## src/rtl/cell_particle_reader.sv

```systemverilog
// Reads the particle count at address 0 of a position cell RAM, then streams records 1..count
// to a valid/ready consumer through a small FIFO whose free space gates every RAM read.
module cell_particle_reader #(
  parameter int DATA_WIDTH   = 96,
  parameter int ADDR_WIDTH   = 8,
  parameter int PARTICLE_NUM = 220,
  parameter int FIFO_DEPTH   = 4
) (
  input  logic                  clk,
  input  logic                  rst,
  input  logic                  start,
  output logic                  busy,
  output logic                  done,
  output logic [ADDR_WIDTH-1:0] particle_count,
  output logic                  count_err,
  output logic [ADDR_WIDTH-1:0] ram_address,
  output logic                  ram_rden,
  output logic                  ram_wren,
  output logic [DATA_WIDTH-1:0] ram_data,
  input  logic [DATA_WIDTH-1:0] ram_q,
  output logic                  out_valid,
  input  logic                  out_ready,
  output logic [DATA_WIDTH-1:0] out_data,
  output logic [ADDR_WIDTH-1:0] out_pid,
  output logic                  out_last
);

  localparam int PW = (FIFO_DEPTH > 1) ? $clog2(FIFO_DEPTH) : 1;
  localparam int OW = $clog2(FIFO_DEPTH + 1);
  localparam logic [ADDR_WIDTH-1:0] MAX_CNT = ADDR_WIDTH'(PARTICLE_NUM - 1);

  typedef enum logic [2:0] {IDLE, RD_CNT, WAIT_CNT, STREAM, DRAIN, FIN} state_t;

  state_t                state_q;
  logic                  busy_q, done_q, err_q, rden_q, wait_q, last_seen_q;
  logic [ADDR_WIDTH-1:0] cnt_q, addr_q, pid1_q, pid2_q, cnt_raw;
  logic                  v1_q, v2_q;

  logic [DATA_WIDTH-1:0] fifo_dat  [FIFO_DEPTH];
  logic [ADDR_WIDTH-1:0] fifo_pid  [FIFO_DEPTH];
  logic                  fifo_last [FIFO_DEPTH];
  logic [PW-1:0]         wr_ptr_q, rd_ptr_q;
  logic [OW-1:0]         occ_q, occ_d;
  logic [OW+1:0]         load;
  logic                  push, pop, head_last, credit, drain_ok;

  function automatic logic [PW-1:0] ptr_inc(input logic [PW-1:0] p);
    return (p == PW'(FIFO_DEPTH - 1)) ? '0 : p + 1'b1;
  endfunction

  assign cnt_raw   = ram_q[ADDR_WIDTH-1:0];
  assign push      = v2_q;
  assign out_valid = (occ_q != '0);
  assign pop       = out_valid && out_ready;
  assign head_last = fifo_last[rd_ptr_q];

  always_comb begin
    occ_d = occ_q;
    if (push && !pop)      occ_d = occ_q + 1'b1;
    else if (pop && !push) occ_d = occ_q - 1'b1;
  end

  // Decides next cycle's issue: that cycle will see this read, the one now in stage 1, and occ_d.
  always_comb begin
    load   = (OW+2)'(occ_d) + (OW+2)'(rden_q) + (OW+2)'(v1_q);
    credit = load < (OW+2)'(FIFO_DEPTH);
  end

  assign drain_ok = !v1_q && !v2_q && !rden_q && (occ_d == '0) &&
                    (last_seen_q || (pop && head_last));

  assign busy           = busy_q;
  assign done           = done_q;
  assign particle_count = cnt_q;
  assign count_err      = err_q;
  assign ram_address    = addr_q;
  assign ram_rden       = rden_q;
  assign ram_wren       = 1'b0;
  assign ram_data       = '0;
  assign out_data       = out_valid ? fifo_dat[rd_ptr_q] : '0;
  assign out_pid        = out_valid ? fifo_pid[rd_ptr_q] : '0;
  assign out_last       = out_valid ? head_last : 1'b0;

  always_ff @(posedge clk) begin
    if (rst) begin
      state_q     <= IDLE;
      busy_q      <= 1'b0;
      done_q      <= 1'b0;
      err_q       <= 1'b0;
      rden_q      <= 1'b0;
      wait_q      <= 1'b0;
      last_seen_q <= 1'b0;
      cnt_q       <= '0;
      addr_q      <= '0;
    end else begin
      done_q <= 1'b0;
      case (state_q)
        IDLE: if (start) begin
          state_q     <= RD_CNT;
          busy_q      <= 1'b1;
          rden_q      <= 1'b1;
          addr_q      <= '0;
          err_q       <= 1'b0;
          last_seen_q <= 1'b0;
        end
        RD_CNT: begin
          rden_q  <= 1'b0;
          wait_q  <= 1'b0;
          state_q <= WAIT_CNT;
        end
        WAIT_CNT: begin
          if (!wait_q) begin
            wait_q <= 1'b1;
          end else begin
            if (cnt_raw > MAX_CNT) begin
              cnt_q <= MAX_CNT;
              err_q <= 1'b1;
            end else begin
              cnt_q <= cnt_raw;
            end
            if (cnt_raw == '0) begin
              state_q <= FIN;
            end else begin
              state_q <= STREAM;
              rden_q  <= 1'b1;
              addr_q  <= ADDR_WIDTH'(1);
            end
          end
        end
        STREAM: begin
          // addr_q is always the most recently issued index
          if (addr_q == cnt_q) begin
            rden_q  <= 1'b0;
            state_q <= DRAIN;
          end else if (credit) begin
            rden_q <= 1'b1;
            addr_q <= addr_q + 1'b1;
          end else begin
            rden_q <= 1'b0;
          end
        end
        DRAIN: begin
          if (pop && head_last) last_seen_q <= 1'b1;
          if (drain_ok)         state_q     <= FIN;
        end
        FIN: begin
          done_q  <= 1'b1;
          busy_q  <= 1'b0;
          state_q <= IDLE;
        end
        default: state_q <= IDLE;
      endcase
    end
  end

  // Two-stage valid/index pipe matching the RAM read latency; the count read is never tagged.
  always_ff @(posedge clk) begin
    if (rst) begin
      v1_q   <= 1'b0;
      v2_q   <= 1'b0;
      pid1_q <= '0;
      pid2_q <= '0;
    end else begin
      v1_q   <= rden_q && (state_q == STREAM);
      v2_q   <= v1_q;
      pid1_q <= addr_q;
      pid2_q <= pid1_q;
    end
  end

  always_ff @(posedge clk) begin
    if (rst) begin
      wr_ptr_q <= '0;
      rd_ptr_q <= '0;
      occ_q    <= '0;
    end else begin
      if (push) wr_ptr_q <= ptr_inc(wr_ptr_q);
      if (pop)  rd_ptr_q <= ptr_inc(rd_ptr_q);
      occ_q <= occ_d;
    end
  end

  always_ff @(posedge clk) begin
    if (push && !rst) begin
      fifo_dat[wr_ptr_q]  <= ram_q;
      fifo_pid[wr_ptr_q]  <= pid2_q;
      fifo_last[wr_ptr_q] <= (pid2_q == cnt_q);
    end
  end

endmodule

```

## config.mk

```make
export PLATFORM = sky130hd
export DESIGN_NAME = cell_particle_reader
export DESIGN_NICKNAME = d
export VERILOG_FILES = /design/src/rtl/cell_particle_reader.sv
export SDC_FILE = /design/constraint.sdc
export NUM_CORES = 1
export LEC_CHECK = 0
export BUFFER_PORTS_ARGS = -buffer_cell sky130_fd_sc_hd__buf_2
export CAP_MARGIN = 20
export CORE_MARGIN = 4
export CORE_UTILIZATION = 45
export DETAILED_ROUTE_END_ITERATION = 8
export GPL_TIMING_DRIVEN = 0
export PLACE_DENSITY = 0.69
export SYNTH_ARGS = -nofsm -noshare
export SYNTH_HDL_FRONTEND = slang
export SYNTH_SLANG_ARGS = --single-unit
```

## constraint.sdc

```tcl
create_clock -name clk -period 3.7 [get_ports clk]
set_input_delay 0.37 -clock clk [delete_from_list [all_inputs] [get_ports clk]]
set_output_delay 0.37 -clock clk [all_outputs]
set_load 0.02 [all_outputs]
```

# Word-level counts from Yosys, hierarchy flattened
# Memories as Yosys holds them, arrays and structs flattened. A register that Yosys moved wholly into a read port is not among the register bits.
# Index checks and enable logic that the tools add are counted.
# word_totals
ff_bits	50
mem_count	3
ram_bits	420
output_inout_bits	223
# classes
muxes	43
magnitude_cmp	2
eq_ne	18
n_reduce_logical	33
add_sub_neg	7
# memory_table
memory	depth	width	rd	rd_clocked_by_memory_dff	wr	line_no	source
fifo_dat	4	96	1	1	1	39	logic [DATA_WIDTH-1:0] fifo_dat [FIFO_DEPTH];
fifo_pid	4	8	1	1	1	40	logic [ADDR_WIDTH-1:0] fifo_pid [FIFO_DEPTH];
fifo_last	4	1	1	1	1	41	logic fifo_last [FIFO_DEPTH];
# ops
op	n
$mux 96	1
$mux 8	7
$pmux 8 s3	1
$mux 3	7
$ne 2x2->1 const B	9
$eq 8x8->1	2
$mux 2	8
$pmux 3 s5	1
$mux 1	13
$reduce_and 4->1	3
$logic_and 1x1->1	10
$add 8x1->8 const B	1
$gt 8x8->1 const B	1
$logic_not 8->1	1
$pmux 1 s2	4
$reduce_bool 2->1	4
$eq 3x2->1 const B	2
$eq 3x3->1 const B	2
$logic_not 3->1	2
$reduce_and 6->1	1
$reduce_bool 3->1	2
$add 4x1->5	1
$logic_not 1->1	5
$lt 5x3->1 const B	1
11 further kinds	14

# Longest topological paths before layout
# Gate-level depths: netlist of run 1.
# logic_depth
depth_word	11
ltp_mapped	13
depth_no_buf	11

# Worst setup path after synthesis of run 1
# OpenSTA, ideal clock, no wires.
# synth_path
kind	register to register
startpoint	reg v2_q (netlist: push)
endpoint	mem fifo_dat[0][0] (enable)
period_less_slack_ps	3675
slack_ps	25
t_required_ps	3224
path_stages_with_launch	4
t_arrival_ps	3199
cell_sequence	dfxtp_1 > buf_2 > nor2b_1 > and2_1
# synth_via
elab_chain_len	3
# synth_rtl
item	line_no	source
start: declaration	37	logic v1_q, v2_q;
start signal: assignment	165	v2_q <= v1_q;
$logic_and 1x1->1	184	if (push && !rst) begin
$mux 1	184	
$mux 1 (implied by the code)	185	fifo_dat[wr_ptr_q] <= ram_q;
end: declaration	39	
# Every way passes these cells.

# Worst setup path after layout of run 1
# layout_path
startpoint	reg occ_q[1]
endpoint	reg addr_q[4] (netlist: ram_address[4])
# layout_via
elab_chain_len	10
word_cells_on_any_way	14
cone_classes	4 x add/sub; 1 x order compare; 1 x eq/ne; 2 x mux; 6 x reduce/logical
# layout_rtl
item	line_no	source
start: declaration	43	logic [OW-1:0] occ_q, occ_d;
start signal: assignment	175	occ_q <= '0;
start signal: assignment	179	occ_q <= occ_d;
$reduce_bool 3->1 (*)	53	assign out_valid = (occ_q != '0);
$logic_and 1x1->1 (*)	54	assign pop = out_valid && out_ready;
$logic_and 1x1->1 or $logic_not 1->1 (tied branches)	60, 59	
$mux 3 or $logic_and 1x1->1 (tied branches)	60, 59	
$mux 3 (*)	59	if (push && !pop) occ_d = occ_q + 1'b1;
net occ_d[0]	43	
$add 3x1->4 (*)	65	load = (OW+2)'(occ_d) + (OW+2)'(rden_q) + (OW+2)'(v1_q);
$add 4x1->5 (*)	65	
$lt 5x3->1 (*)	66	credit = load < (OW+2)'(FIFO_DEPTH);
$ne 2x2->1 (no source line) (*)	--	
$reduce_and 6->1 (no source line) (*)	--	
end signal: assignment	137	addr_q <= addr_q + 1'b1;
end: declaration	36	logic [ADDR_WIDTH-1:0] cnt_q, addr_q, pid1_q, pid2_q, cnt_raw;
# Mark *: on every way through the listed nets, which the timed path passes. The rest lies on a longest branch.
# A chain may end at the register's enable or synchronous reset.

==> results.toml, run 1 <==
[min_path]
hold_class = "in2reg"
hp-start = "ram_q[9]"

[critical_path]
slowest_stage = "dfxtp_1"
cp.required_ps = 4150
slowest_delay_ps = 390
worstSetupStartpointType = "flip-flop"
crit_buf_inv = 3
worstSetupEndpointType = "flip-flop"
path_max_fanout = 10
worstReg2RegStart = "occ_q[1]$_SDFF_PP0_"
worstPathCellList = "inv_1 > ha_1 > nand2b_1 > clkbuf_4 > nand2_1 > xnor2_1 > xnor2_1 > ha_1 > a21oi_1 > a31oi_1 > buf_2 > or2_2 > a311o_1"
cp.arrival_ps = 3870
critPathKind = "reg2reg"
startpoint = "occ_q[1]$_SDFF_PP0_"
critPathTopFamily = "simple AND/OR/NAND/NOR gates"

[cts]
cts_tree = "done"
cts.clk_slew.worst_paths_ps = 60
clock_sinks = 472
h-tree-depth = 2
cts_made_buffers = 49
root_buffer = "clkbuf_16"
clk_path_buf_depth = 3
clk_latency_ps = 570

[drt]
first_pass_iters = 4
dr_wl_met2_mm = 20.8
drcViolationCount = 0
wl_per_cell_um = 19.5
vias_per_cell = 4.97
highest_layer = "met5"
routed-wl-met3_mm = 2.51
ant_nets = 0
drt_iter0_markers = 634
drt-met1-wl_mm = 16.6
num_vias = 10350
totalWireLength_mm = 40.7

[sta]
period_needed_ps = 3420
skew_ps = 9.89
setup_viol = 0
finalHoldViolCount = 0
period_share = 0.924
slew_viol_final = 0
worst_pin_slew_ps = 865
slew_headroom = 0.423
rsz0062_at_grt = "no"
fmax_mhz = 293
final.setup.tns_ps = 0

[finish]
fin_nets = 1613
fin_area_mm2 = 0.0238
finish.utilization = 0.568
areaGrowthSynthToFinish_pct = 25.1
drive_gt1_frac = 0.352

[synth]
synth_edf_count = 420
ys_seq_area_frac = 0.718
synth_area_mm2 = 0.0190
syn_inst = 1046
ys_seq_elements = 472
ys_warn_count = 0
async_flop_share = 0
synth_area_per_cell_um2 = 18.2
synthFlopType = "edfxtp_1"
synth_cell_types = 53

[placed_design]
placed_cell_area_mm2 = 0.0213
dp_hpwl_mm = 26.0
place_congestion = 0.875
port_buffers = 224

[floorplanning]
die_height_um = 214
initial_core_util = 0.454
fp.dieW_um = 214
dieArea_mm2 = 0.0456
ios = 323
core_mm2 = 0.0419
num_rows = 75

[power]
power_per_cell_area_mw_per_mm2 = 626
vdd_drop_max_uv = 377
p_leak_nw = 8.70

[outcome]
status = "finished, final reports clean"

[global_route]
grt_util_all_layers = 0.177
antenna_found_initial = 6
grt_pass1_vias = 10943
gr-total-overflow = 0
grt_max_degree = 56
grt_pass1_wl_mm = 61.8

[run]
maxCapViolations = 0
==> cells in the final DEF, fill, tap and decap left out, types with 21 or more instances in the layout <==
cell,instances
edfxtp_1,420
nand2_1,27
buf_4,97
conb_1,97
nor2b_1,21
mux4_2,105
dlygate4sd3_1,82
and2_1,108
buf_2,239
dfxtp_1,52
clkbuf_16,53
clkbuf_1,37
==> flip-flops by register name (all words and copies together), names as in the netlist, named ones only <==
name,cells
busy,1
count_err,1
done,1
fifo_dat,384
fifo_last,4
fifo_pid,32
last_seen_q,1
occ_q,3
particle_count,8
pid1_q,8
pid2_q,8
push,1
ram_address,8
ram_rden,1
rd_ptr_q,2
state_q,3
v1_q,1
wait_q,1
wr_ptr_q,2
==> final timing paths <==
path	to	slack, ps	cells after the start
setup / recovery	ram_address[4]$_SDFFE_PP0P_	280	13
hold reg to reg	pid2_q[0]$_SDFF_PP0_	440	1
hold / removal	fifo_dat[2][9]$_DFFE_PP_	40	1
setup reg to reg	ram_address[4]$_SDFFE_PP0P_	280	13
==> cell families after synthesis <==
logic type               share of synthesized area
XOR/XNOR                                   0.00829
AND/OR/NAND/NOR                             0.0693
AO/OA/AOI/OAI                               0.0170
buffers and inverters                       0.0521
other                                     0.000197
flip-flops                                   0.718
multiplexers                                 0.129
adder cells (fa/ha/maj)                    0.00658
==> layout make-up <==
class / instances / area [um^2]
Clock buffer: 71 / 1460
Tap cell: 539 / 674
Fill cell: 3234 / 18100
Inverter: 10 / 37.5
Clock inverter: 20 / 201
Sequential cell: 472 / 13700
Buffer: 146 / 961
Antenna cell: 1 / 2.50
Multi-Input combinational cell: 514 / 4740
Timing Repair Buffer: 310 / 2050
==> worst register-to-register path: stages (launching register included) <==
cell and delay [ps]:
dfxtp_1 390, inv_1 100, ha_1 220, nand2b_1 150, clkbuf_4 340, nand2_1 230, xnor2_1 260, xnor2_1 190
ha_1 270, a21oi_1 150, a31oi_1 100, buf_2 230, or2_2 350, a311o_1 320
==> report_power, final <==
group | switching [mW] | total, mW | internal, mW
Clock | 1.95 | 4.97 | 3.02
Combinational | 2.45 | 4.07 | 1.61
Sequential | 0.0273 | 5.85 | 5.82
Total | 4.43 | 14.9 | 10.5
==> cell usage after synthesis (all sizes together) (2+ instances only) <==
cell type,instances,area share
a21boi,2,0.00079
a21oi,19,0.0050
a311oi,2,0.0012
a31oi,6,0.0020
and2,113,0.037
and3,2,0.00066
buf,117,0.044
clkbuf,29,0.0057
dfxtp,52,0.055
edfxtp,420,0.66
ha,10,0.0066
inv,10,0.0020
mux2i,7,0.0037
mux4,105,0.12
nand2,27,0.0053
nand2b,4,0.0013
nand3,7,0.0018
nand3b,3,0.0012
nand4,7,0.0023
nor2,19,0.0038
nor2b,21,0.0069
nor3,8,0.0024
nor4,2,0.00066
o21ai,8,0.0021
o31ai,4,0.0016
or2,2,0.00066
or4,5,0.0020
xnor2,18,0.0083
==> stage by stage <==
stage               power [mW]  hold slack [ps]  worst slack (ps)  instances
finish                    14.9             36.7               282       2083
global route              15.6             10.1              97.0       2083
detailed placement        10.0              422              -367       1909
CTS                       15.1            0.351              16.5       2082
global placement          10.0              419             -2340       1905
floorplan                 8.65              414              24.9       1142
==> metal layers <==
layer,GRT usage,up-vias
li1,-,4767
met1,0.234,5209
met2,0.302,309
met3,0.0394,61
met4,0.0441,4
met5,0,-
==> repair_timing <==
item | in CTS | in global routing
setup endpoints to repair | 45 | 42
hold buffers | 82 | 0
gates resized for setup | 2 | 6
hold endpoints to repair | 323 | 0
setup buffers | 0 | 0
No activity file was read; power rests on OpenSTA's default activity.
==> inputs of run 2 (changes only) <==
==> constraint.sdc (replaced) <==
create_clock -name clk -period 3.7 [get_ports clk]
set_input_delay 0.74 -clock clk [delete_from_list [all_inputs] [get_ports clk]]
set_output_delay 0.74 -clock clk [all_outputs]
set_load 0.02 [all_outputs]
==> results.toml, run 2 (synthesized netlist as in run 1, its figures left out) <==
[outcome]
status = "finished, final reports clean"

[sta]
setup_viol = 0
rsz0062_at_grt = "yes"
worst_slack_ps = 220
worst_pin_slew_ps = 703
slew_headroom = 0.531
hold_ws_ps = 379
skew_ps = 9.95
final.setup.tns_ps = 0
period_share = 0.941
finalHoldViolCount = 0
period_needed_ps = 3480
slew_viol_final = 0
fmax_mhz = 287

[finish]
fin_nets = 1535
top_register = "fifo_dat"
final_common_cell = "edfxtp_1"
largest_register_ffs = 384
reg_top3 = "fifo_dat (384), fifo_pid (32)"
areaGrowthSynthToFinish_pct = 21.0
fin_area_mm2 = 0.0230
final_cell_mix = "420 x edfxtp_1, 233 x buf_2, 108 x and2_1"
finish.utilization = 0.550
drive_gt1_frac = 0.374
stdcell_count = 2003

[drt]
vias_per_cell = 5.03
first_pass_iters = 5
wl_per_cell_um = 20.0
drcViolationCount = 0
ant_nets = 0
num_vias = 10073
drt_iter0_markers = 565
totalWireLength_mm = 40.0

[floorplanning]
dieArea_mm2 = 0.0456
ios = 323
core_mm2 = 0.0419
die_height_um = 214
initial_core_util = 0.454
fp.dieW_um = 214
num_rows = 75

[power]
p_leak_nw = 8.36
pwr-share-clk = 0.323
switching_power_mw = 4.41
seqPwrFrac = 0.399
vdd_drop_max_uv = 456
internal-power_mw = 10.2
power_per_cell_area_mw_per_mm2 = 636
power_mw = 14.6
power_frac_comb = 0.278
swShare = 0.301

[placed_design]
numPlacedInstances = 1914
dp_slack_ps = -276
dp_hpwl_mm = 26.6
placed_cell_area_mm2 = 0.0214
place_congestion = 0.854
port_buffers = 224

[critical_path]
worstSetupStartpointType = "flip-flop"
path_depth = 8
ff2ff_path_depth = 13
timing.rr.end = "ram_address[4]$_SDFFE_PP0P_"
slowest_stage = "dfxtp_1"
cp_common_cell = "clkbuf_4"
slowest_delay_ps = 380
cp.required_ps = 2960
startpoint = "occ_q[1]$_SDFF_PP0_"
worstPathCellList = "inv_1 > ha_1 > nand2b_1 > clkbuf_4 > clkbuf_4 > clkbuf_1 > and2_1 > buf_2"
cp.arrival_ps = 2740
critPathTopFamily = "buffers and inverters"
worstReg2RegStart = "occ_q[1]$_SDFF_PP0_"
critPathKind = "reg2out"
worstSetupEndpointType = "output pin"
path_max_fanout = 10
r2r_slack_ps = 370
endpoint = "out_data[70]"
crit_buf_inv = 5

[cts]
clk_latency_ps = 570
cts_made_buffers = 49
cts_resized = 10
cts_setup_buffers = 0
hold_buffers = 0
h-tree-depth = 2
clk_path_buf_depth = 3
root_buffer = "clkbuf_16"
cts_tree = "done"
clock_sinks = 472
cts.clk_slew.worst_paths_ps = 60

[run]
maxCapViolations = 0

[global_route]
grt_pass1_wl_mm = 60.0
grt_util_all_layers = 0.173
antenna_found_initial = 4
grtUsageMet2 = 0.288
grt_max_degree = 43
grt_pass1_vias = 10424
top_usage_layer = "met2"
gr-total-overflow = 0
gr-usage-met1 = 0.233
met3_usage = 0.0410

[min_path]
hp-start = "ram_q[95]"
whs_path_depth = 1
hold_class = "in2reg"
run 2: cell type report:
| cell class | count | area, um^2 |
|---|---|---|
| fillers | 3369 | 18800 |
| flip-flops and latches | 472 | 13700 |
| multi-input cells | 514 | 4740 |
| clock buffers | 69 | 1390 |
| repair buffers | 233 | 1350 |
| plain buffers | 145 | 988 |
| well taps | 539 | 674 |
| clock inverters | 18 | 168 |
| inverters | 10 | 37.5 |
| diodes | 3 | 7.51 |
run 2: routing by layer:
layer | vias up | part of all wire
met3 | 60 | 0.059
met5 | - | 0.00017
met2 | 288 | 0.50
li1 | 4596 | -
met4 | 2 | 0.021
met1 | 5127 | 0.42
run 2: worst reg2reg max path, stage by stage, from the launching register on:
cell and delay, ps:
dfxtp_1 380, inv_1 100, ha_1 210, nand2b_1 140, clkbuf_4 310, nand2_1 220
xnor2_1 270, xnor2_1 180, ha_1 260, a21oi_1 150, a31oi_1 110, buf_2 240
or2_2 350, a311o_1 310
run 2: power by group through the flow:
stage	Combinational (mW)	Sequential [mW]	Clock [mW]
after detailed placement	4.13	5.96	0
final	4.07	5.85	4.73
after global placement	4.11	5.96	0
after CTS	4.16	5.85	4.85
after global routing	4.41	5.85	5.09
after floorplan	2.69	5.96	0
run 2: how the worst min path moves through the flow:
stage | slack, ps | end
6_report | 380 | fifo_dat[0][95]$_DFFE_PP_
5_1_grt | 350 | fifo_dat[0][11]$_DFFE_PP_
4_1_cts | 340 | fifo_dat[1][95]$_DFFE_PP_
3_5_place_dp | 420 | pid2_q[7]$_SDFF_PP0_
3_3_place_gp | 420 | pid2_q[7]$_SDFF_PP0_
2_1_floorplan | 410 | pid2_q[0]$_SDFF_PP0_
==> inputs of run 3 (changes only) <==
==> constraint.sdc (replaced) <==
create_clock -name clk -period 3.7 [get_ports clk]
set_input_delay 0 -clock clk [delete_from_list [all_inputs] [get_ports clk]]
set_output_delay 0 -clock clk [all_outputs]
set_load 0.02 [all_outputs]
==> results.toml, run 3 (synthesized netlist as in run 1, its figures left out) <==
[sta]
setup_viol = 0
slew_viol_final = 0
fmax_mhz = 293
period_needed_ps = 3410
hold_ws_ps = 183
worst_pin_slew_ps = 858
period_share = 0.922
finalHoldViolCount = 0
skew_ps = 9.18
rsz0062_at_grt = "no"
slew_headroom = 0.428

[drt]
wl_per_cell_um = 19.5
drcViolationCount = 0
num_vias = 10449
totalWireLength_mm = 40.9
first_pass_iters = 5
ant_nets = 0
drt_iter0_markers = 654
vias_per_cell = 4.98

[cts]
clock_sinks = 472
clk_latency_ps = 560
cts_tree = "done"
root_buffer = "clkbuf_16"
clk_path_buf_depth = 3
cts_made_buffers = 49
cts.clk_slew.worst_paths_ps = 60
h-tree-depth = 2
cts_setup_buffers = 0

[power]
swShare = 0.298
pwr-share-clk = 0.334
vdd_drop_max_uv = 377
power_per_cell_area_mw_per_mm2 = 622
power_mw = 14.9
p_leak_nw = 8.76
power_frac_comb = 0.274
switching_power_mw = 4.44
internal-power_mw = 10.5
seqPwrFrac = 0.392

[min_path]
hp-start = "ram_q[43]"
whs_path_depth = 2
hold_class = "in2reg"
worst_hold_path.endpoint = "fifo_dat[0][43]$_DFFE_PP_"

[finish]
reg_top3 = "fifo_dat (384), fifo_pid (32)"
areaGrowthSynthToFinish_pct = 26.0
stdcell_count = 2100
drive_gt1_frac = 0.346
final_cell_mix = "420 x edfxtp_1, 239 x buf_2, 108 x and2_1"
fin_nets = 1630
top_register = "fifo_dat"
final_common_cell = "edfxtp_1"
largest_register_ffs = 384

[placed_design]
dp_hpwl_mm = 26.0
port_buffers = 224
place_congestion = 0.875
numPlacedInstances = 1909

[critical_path]
worstReg2RegStart = "occ_q[1]$_SDFF_PP0_"
r2r_slack_ps = 290
worstSetupStartpointType = "flip-flop"
ff2ff_path_depth = 13
critPathKind = "reg2reg"
crit_buf_inv = 3
timing.rr.end = "ram_address[4]$_SDFFE_PP0P_"
path_max_fanout = 10
cp.arrival_ps = 3860
slowest_delay_ps = 390
cp.required_ps = 4150
worstPathCellList = "inv_1 > ha_1 > nand2b_1 > clkbuf_4 > nand2_1 > xnor2_1 > xnor2_1 > ha_1 > a21oi_1 > a31oi_1 > buf_2 > or2_2 > a311o_1"
critPathTopFamily = "simple AND/OR/NAND/NOR gates"
slowest_stage = "dfxtp_1"
worstSetupEndpointType = "flip-flop"

[global_route]
grt_max_degree = 56
gr-total-overflow = 0
grt_pass1_vias = 11010
grt_util_all_layers = 0.178
grt_pass1_wl_mm = 62.1
antenna_found_initial = 6

[floorplanning]
initial_core_util = 0.454
core_mm2 = 0.0419
die_height_um = 214
fp.dieW_um = 214
num_rows = 75
ios = 323
dieArea_mm2 = 0.0456

[run]
maxCapViolations = 0

[outcome]
status = "finished, final reports clean"
run 3: cell types whose count changed in the layout (fill, tap and decap cells not counted), moves of 5 or more:
cell / change
clkinv_2: +5
clkbuf_4: -6
clkbuf_2: -7
clkbuf_1: +6
dlygate4sd3_1: +99
buf_2: +6
run 3: layout make-up:
type                       instances  area (um^2)
fill                            3211        17900
sequential                       472        13700
multi-input combinational        514         4740
timing repair buffer             327         2220
clock buffer                      71         1460
buffer                           146          957
tap                              539          674
clock inverter                    20          201
inverter                          10         37.5
antenna                            1         2.50
run 3: worst max-delay path by stage:
stage                         from                     endpoint  slack (ps)  cells after the start
2_1_floorplan      push$_SDFF_PP0_     fifo_dat[0][0]$_DFFE_PP_          20                      3
3_3_place_gp       push$_SDFF_PP0_    fifo_dat[1][79]$_DFFE_PP_       -2190                      3
3_5_place_dp   occ_q[1]$_SDFF_PP0_  ram_address[4]$_SDFFE_PP0P_        -370                     13
4_1_cts        occ_q[1]$_SDFF_PP0_  ram_address[4]$_SDFFE_PP0P_         100                     13
5_1_grt        occ_q[1]$_SDFF_PP0_  ram_address[4]$_SDFFE_PP0P_         100                     13
6_report       occ_q[1]$_SDFF_PP0_  ram_address[4]$_SDFFE_PP0P_         290                     13
run 3: what timing repair did:
action / in CTS / in global routing
setup endpoints to repair: 32 / 5
pin swaps: 0 / 0
cloned: 0 / 0
resized for setup: 1 / 2
hold buffers: 99 / 0
endpoints found under the hold margin: 403 / 0
run 3: worst register-to-register path, stage by stage, from the launching register on:
cell and delay (ps):
dfxtp_1 390, inv_1 100, ha_1 220, nand2b_1 150, clkbuf_4 340, nand2_1 230, xnor2_1 260, xnor2_1 180
ha_1 270, a21oi_1 150, a31oi_1 100, buf_2 230, or2_2 350, a311o_1 320
run 3: power by group through the flow:
stage | Combinational [mW] | Clock [mW] | Sequential, mW
3_5_place_dp | 4.07 | 0 | 5.96
2_1_floorplan | 2.69 | 0 | 5.96
5_1_grt | 4.44 | 5.32 | 5.85
6_report | 4.08 | 4.98 | 5.85
4_1_cts | 4.17 | 5.10 | 5.85
3_3_place_gp | 4.04 | 0 | 5.96
run 3: per-layer routing:
metal / routed length (um) / vias to the layer above / track usage
met2: 20900 / 317 / 0.304
li1: - / 4805 / -
met3: 2420 / 67 / 0.0388
met4: 835 / 4 / 0.0448
met5: 16 / - / 0
met1: 16800 / 5256 / 0.234
run 3: stage by stage:
| stage | TNS (ps) | utilization | worst slack, ps | cell area [um^2] |
|---|---|---|---|---|
| after global placement | -909570 | 0.506 | -2190 | 21200 |
| final | 0 | 0.572 | 288 | 24000 |
| after floorplan | 0 | - | 24.9 | 19400 |
| after detailed placement | -2040 | 0.509 | -367 | 21300 |
| after global routing | 0 | 0.572 | 97.7 | 24000 |
| after CTS | 0 | 0.572 | 97.0 | 24000 |
